--- src/rtl/vga_timing_pkg.sv ---
// Shared constants and helpers for the VGA timing generator.
// Defaults describe standard 640x480@60 timing.
package vga_timing_pkg;

  localparam int unsigned DEF_H_ACTIVE = 640;
  localparam int unsigned DEF_H_FRONT  = 16;
  localparam int unsigned DEF_H_SYNC   = 96;
  localparam int unsigned DEF_H_BACK   = 48;
  localparam int unsigned DEF_V_ACTIVE = 480;
  localparam int unsigned DEF_V_FRONT  = 10;
  localparam int unsigned DEF_V_SYNC   = 2;
  localparam int unsigned DEF_V_BACK   = 33;
  localparam int unsigned DEF_CW       = 11;

  // Full length of one axis: visible region plus all blanking pieces.
  function automatic int unsigned axis_total(input int unsigned active, input int unsigned front,
                                             input int unsigned sync, input int unsigned back);
    return active + front + sync + back;
  endfunction

  // First position at which the sync pulse is asserted.
  function automatic int unsigned sync_first(input int unsigned active, input int unsigned front);
    return active + front;
  endfunction

  // Last position (inclusive) at which the sync pulse is asserted.
  function automatic int unsigned sync_last(input int unsigned active, input int unsigned front,
                                            input int unsigned sync);
    return active + front + sync - 1;
  endfunction

  // True when an unsigned counter of the given width can represent value.
  function automatic bit fits_width(input int unsigned value, input int unsigned width);
    return (width >= 32) || (value < (32'd1 << width));
  endfunction

endpackage

--- src/rtl/vga_axis_counter.sv ---
// One timing axis: a wrapping position counter plus its sync decode.
// Exposes the next count and its active decode so the parent can register
// outputs that line up with the counter without extra latency.
module vga_axis_counter
  import vga_timing_pkg::*;
#(
  parameter int unsigned ACTIVE   = DEF_H_ACTIVE,
  parameter int unsigned FRONT    = DEF_H_FRONT,
  parameter int unsigned SYNC     = DEF_H_SYNC,
  parameter int unsigned BACK     = DEF_H_BACK,
  parameter bit          SYNC_POL = 1'b0,
  parameter int unsigned CW       = DEF_CW
) (
  input  logic          clk_i,
  input  logic          rst_ni,
  input  logic          tick_i,
  output logic          wrap_o,
  output logic [CW-1:0] cnt_next_o,
  output logic          active_next_o,
  output logic          sync_o
);

  localparam int unsigned   TOTAL      = axis_total(ACTIVE, FRONT, SYNC, BACK);
  localparam logic [CW-1:0] LAST       = CW'(TOTAL - 1);
  localparam logic [CW-1:0] ACTIVE_END = CW'(ACTIVE);
  localparam logic [CW-1:0] SYNC_FIRST = CW'(sync_first(ACTIVE, FRONT));
  localparam logic [CW-1:0] SYNC_LAST  = CW'(sync_last(ACTIVE, FRONT, SYNC));

  if (SYNC == 0) begin : g_bad_sync
    $error("vga_axis_counter: sync width must be non-zero");
  end

  if (!fits_width(TOTAL - 1, CW)) begin : g_bad_cw
    $error("vga_axis_counter: CW too narrow for axis total");
  end

  logic [CW-1:0] cnt_q, cnt_d;
  logic          sync_q, sync_d;
  logic          wrap;

  // Advance on tick, wrap at the end of the axis, decode the upcoming position.
  always_comb begin
    wrap  = tick_i && (cnt_q == LAST);
    cnt_d = cnt_q;
    if (tick_i) begin
      cnt_d = wrap ? '0 : cnt_q + CW'(1);
    end
    active_next_o = (cnt_d < ACTIVE_END);
    sync_d        = ((cnt_d >= SYNC_FIRST) && (cnt_d <= SYNC_LAST)) ? SYNC_POL : ~SYNC_POL;
  end

  // Reset parks the counter on its last position so the first tick lands on 0.
  always_ff @(posedge clk_i or negedge rst_ni) begin
    if (!rst_ni) begin
      cnt_q  <= LAST;
      sync_q <= ~SYNC_POL;
    end else begin
      cnt_q  <= cnt_d;
      sync_q <= sync_d;
    end
  end

  assign wrap_o     = wrap;
  assign cnt_next_o = cnt_d;
  assign sync_o     = sync_q;

endmodule

--- src/rtl/vga_timing_generator.sv ---
// Parametrised VGA timing generator running on a system clock with a
// pixel-enable qualifier. All outputs are registered from the decode of the
// next counter position, so they describe the current position directly.
module vga_timing_generator
  import vga_timing_pkg::*;
#(
  parameter int unsigned H_ACTIVE   = DEF_H_ACTIVE,
  parameter int unsigned H_FRONT    = DEF_H_FRONT,
  parameter int unsigned H_SYNC     = DEF_H_SYNC,
  parameter int unsigned H_BACK     = DEF_H_BACK,
  parameter int unsigned V_ACTIVE   = DEF_V_ACTIVE,
  parameter int unsigned V_FRONT    = DEF_V_FRONT,
  parameter int unsigned V_SYNC     = DEF_V_SYNC,
  parameter int unsigned V_BACK     = DEF_V_BACK,
  parameter bit          H_SYNC_POL = 1'b0,
  parameter bit          V_SYNC_POL = 1'b0,
  parameter int unsigned CW         = DEF_CW
) (
  input  logic          block_clk_i,
  input  logic          rst_low_i,
  input  logic          pix_en_i,
  output logic          h_sync_o,
  output logic          v_sync_o,
  output logic          active_o,
  output logic          vblank_o,
  output logic [CW-1:0] pix_x_o,
  output logic [CW-1:0] pix_y_o,
  output logic          line_start_o,
  output logic          frame_start_o
);

  logic          h_wrap, v_wrap;
  logic          h_active_next, v_active_next;
  logic [CW-1:0] h_next, v_next;

  vga_axis_counter #(
    .ACTIVE   (H_ACTIVE),
    .FRONT    (H_FRONT),
    .SYNC     (H_SYNC),
    .BACK     (H_BACK),
    .SYNC_POL (H_SYNC_POL),
    .CW       (CW)
  ) u_h_axis (
    .clk_i         (block_clk_i),
    .rst_ni        (rst_low_i),
    .tick_i        (pix_en_i),
    .wrap_o        (h_wrap),
    .cnt_next_o    (h_next),
    .active_next_o (h_active_next),
    .sync_o        (h_sync_o)
  );

  // The vertical axis only moves when a line finishes, so v_sync can only
  // change on a horizontal wrap.
  vga_axis_counter #(
    .ACTIVE   (V_ACTIVE),
    .FRONT    (V_FRONT),
    .SYNC     (V_SYNC),
    .BACK     (V_BACK),
    .SYNC_POL (V_SYNC_POL),
    .CW       (CW)
  ) u_v_axis (
    .clk_i         (block_clk_i),
    .rst_ni        (rst_low_i),
    .tick_i        (h_wrap),
    .wrap_o        (v_wrap),
    .cnt_next_o    (v_next),
    .active_next_o (v_active_next),
    .sync_o        (v_sync_o)
  );

  logic          active_q, active_d;
  logic          vblank_q, vblank_d;
  logic [CW-1:0] pix_x_q, pix_x_d;
  logic [CW-1:0] pix_y_q, pix_y_d;
  logic          line_start_q, line_start_d;
  logic          frame_start_q, frame_start_d;

  // Decode the combined position; strobes only fire on the tick that wraps.
  always_comb begin
    active_d      = h_active_next && v_active_next;
    vblank_d      = ~v_active_next;
    pix_x_d       = active_d ? h_next : '0;
    pix_y_d       = active_d ? v_next : '0;
    line_start_d  = h_wrap;
    frame_start_d = v_wrap;
  end

  // Output registers; reset matches the parked last back-porch position.
  always_ff @(posedge block_clk_i or negedge rst_low_i) begin
    if (!rst_low_i) begin
      active_q      <= 1'b0;
      vblank_q      <= 1'b1;
      pix_x_q       <= '0;
      pix_y_q       <= '0;
      line_start_q  <= 1'b0;
      frame_start_q <= 1'b0;
    end else begin
      active_q      <= active_d;
      vblank_q      <= vblank_d;
      pix_x_q       <= pix_x_d;
      pix_y_q       <= pix_y_d;
      line_start_q  <= line_start_d;
      frame_start_q <= frame_start_d;
    end
  end

  assign active_o      = active_q;
  assign vblank_o      = vblank_q;
  assign pix_x_o       = pix_x_q;
  assign pix_y_o       = pix_y_q;
  assign line_start_o  = line_start_q;
  assign frame_start_o = frame_start_q;

endmodule

--- config.mk ---
export PLATFORM = sky130hd
export DESIGN_NAME = vga_timing_generator
export DESIGN_NICKNAME = d
export VERILOG_FILES = /design/src/rtl/vga_timing_pkg.sv /design/src/rtl/vga_axis_counter.sv /design/src/rtl/vga_timing_generator.sv
export SDC_FILE = /design/constraint.sdc
export NUM_CORES = 1
export LEC_CHECK = 0
export CORE_ASPECT_RATIO = 1.25
export CORE_MARGIN = 5
export CORE_UTILIZATION = 58
export DETAILED_ROUTE_END_ITERATION = 8
export PLACE_DENSITY = 0.84
export SYNTH_ARGS = -nofsm -noshare
export SYNTH_HDL_FRONTEND = slang
export SYNTH_SLANG_ARGS = --single-unit
--- constraint.sdc ---
create_clock -name block_clk_i -period 3.47 [get_ports block_clk_i]
set_input_delay 0.694 -clock block_clk_i [delete_from_list [all_inputs] [get_ports block_clk_i]]
set_output_delay 0.694 -clock block_clk_i [all_outputs]
set_load 0.005 [all_outputs]
==> results.txt <==
Leakage: 1.17 nW
Most instantiated library cell after synthesis: dfrtp_1
Yosys warns: 0
Crit share post-route: 0.757
Cell Area, Synth: 2260 um2
Placed cells: 282
Htree depth: 2
Post-synthesis cell count: 198
Crit path max fanout: 15
Synth area leaders: dfrtp_1 (41%), dfstp_2 (15%), nand2_1 (2.8%), xnor2_1 (2.3%), nand3_1 (2.2%)
First-pass GRT wire length: 7200 um
CP Class: in2reg
Worst VDD drop: 0.339 mV
Die area: 5260 um2
Die Width: 65.9 um
Initial Util: 0.598
RD Place Congestion: 0.854
Slew Limit Fails: 0
Register share of total power: 0.547
Worst Hold Class: reg2reg
Post-synth top flop: dfrtp_1
CP Launch Type: input port
Final count of hold timing violations: 0
Grt met3 use: 0.0394
Layout area overhead: 20.6%
Top-area cell type share of the netlist area: 0.409
Drt via density: 5.29
Inserted Diodes: 0
Non-filler cells, final: 290
DR WL/cell: 13.7 um
Cts hold-fix bufs: 0
GRT Util Overall: 0.179
Status: complete, no violations
Max Clk Rate: 381 MHz
Setup_tns: 0 ps
Initial antenna violation count: 0
Unrepaired setup endpoints after global routing: false
Top Usage Layer GRT: met2
CTS buffer count: 5
Leading cell types by count after synthesis: dfrtp_1 (37), nand2_1 (17), dfstp_2 (13)
Worst-Margin Slew: 1020 ps
Worst R2R Path Depth: 9
Met2 usage: 0.319
FFs w/ async S/R, synth: 1.00
I/O pin count: 31
Num Clock Sinks: 50
HPWL Detailed: 2920 um
Post-Syn Area per Cell: 11.4 um2
Final net count: 241
Sw power: 0.314 mW
Slew HR: 0.320
Crit path DAT: 2870 ps
DRC: 0
Clk network pwr share: 0.307
Required @ worst endpoint: 3710 ps
Int Pwr: 0.977 mW
CTS clk-pin slew, worst paths: 90 ps
Initial DRC count: 115
Row count: 25
Gate power share: 0.147
Postcts setup bufs: 0
PostCTS Resize Cnt: 0
Synth area leader: dfrtp_1
Largest net degree at the start of global routing: 51
Sw Share: 0.243
Synthesis-stage register bit count: 50
Final Power: 1.29 mW
Post-synth EDFFs: 0
Pwr Density: 473 nW/um2
Hold path cells: 1
Die H: 79.8 um
FILL cells: 264
CTS tree: yes
Sequential area share after synthesis: 0.560
DR pass1 iterations: 4
Worst clock skew: 6.08 ps
Min Clock Period, post-route: 2630 ps
Met1 global-route usage: 0.204
Core area: 3780 um2
Antenna viol nets, final: 0
Overall via count from detail_route: 1535
Clock root cell: clkbuf_8
Fin util: 0.721
Worst skew pair latency: 300 ps
Layout cell share with drive strength beyond 1: 0.186
Max_cap viols: 0
# port buffers: 30
Netlist cell types: 52
Max Root-Sink Buffers: 2
Worst setup EP type: flip-flop
Total wire length: 3960 um
Final setup viols: 0
Number of global-route vias before repair: 1580
GRT overflow: 0
[routing by layer]
metal,share of wire,up-vias
li1,-,749
met5,0,-
met1,0.38,735
met2,0.55,43
met3,0.047,8
met4,0.020,0
[per-stage QoR]
stage                     setup slack [ps]  instance area, um2  hold slack [ps]
after floorplan                       1350                2270              398
after global placement                 559                2620              513
after detailed placement               513                2620              516
after CTS                              837                2730              531
after global routing                   633                2730              551
final                                  845                2730              527
[cell usage in the layout, fill, tap and decap left out, drive strengths merged, types with 6 or more instances in the layout]
master         count
xnor2              8
nand2             17
clkdlybuf4s50     29
o21ai              8
nor2b              6
nor2              14
inv               11
dfrtp             37
nand4              8
nand3             11
dfstp             13
clkbuf             6
[power groups by stage]
| stage | combinational (mW) | clock (mW) | sequential (mW) |
|---|---|---|---|
| 2_1_floorplan | 0.0990 | 0 | 0.709 |
| 3_3_place_gp | 0.192 | 0 | 0.714 |
| 3_5_place_dp | 0.194 | 0 | 0.716 |
| 4_1_cts | 0.195 | 0.412 | 0.706 |
| 5_1_grt | 0.215 | 0.440 | 0.716 |
| 6_report | 0.189 | 0.396 | 0.706 |
[worst max-delay path, cell delays in order]
cell             delay, ps
clkdlybuf4s50_1        470
and3_1                 360
nand3_4                270
clkinv_4               160
a21oi_1                120
nor4_4                 260
nand4_2                130
buf_4                  200
and2b_1                200
[path summary, 6_finish.rpt]
kind | from | end | slack, ps
hold reg to reg | u_h_axis.cnt_q[0] | u_h_axis.cnt_q[0] | 530
min in group asynchronous | rst_low_i | pix_y_o[3] | 570
setup / recovery | pix_en_i | pix_x_o[0] | 840
setup reg to reg | u_h_axis.cnt_q[0] | pix_x_o[0] | 970
max in group asynchronous | rst_low_i | pix_x_o[5] | 2280
hold / removal | u_h_axis.cnt_q[0] | u_h_axis.cnt_q[0] | 530
[cells by family after synthesis]
family,after synthesis,synth area share
adder cells (fa/ha/maj),3,0.0166
buffers and inverters,17,0.0387
AO/OA/AOI/OAI,22,0.0686
flip-flops,50,0.560
multiplexers,1,0.00442
AND/OR/NAND/NOR,91,0.253
other,1,0.00166
XOR/XNOR,13,0.0569
[state kept, by name, indices dropped and copies added, names as in the netlist]
name / flops
active_o: 1
frame_start_o: 1
line_start_o: 1
pix_x_o: 11
pix_y_o: 11
u_h_axis.cnt_q: 11
u_h_axis.sync_o: 1
u_v_axis.cnt_q: 11
u_v_axis.sync_o: 1
vblank_o: 1
[layout make-up]
class	instances	area (um2)	area share
Tap cell	54	67.6	0.0248
Inverter	12	50.0	0.0183
Sequential cell	50	1270	0.464
Clock inverter	2	37.5	0.0138
Clock buffer	6	72.6	0.0266
Timing Repair Buffer	33	318	0.116
Multi-Input combinational cell	133	916	0.336
No activity file was read; power rests on OpenSTA's default activity.
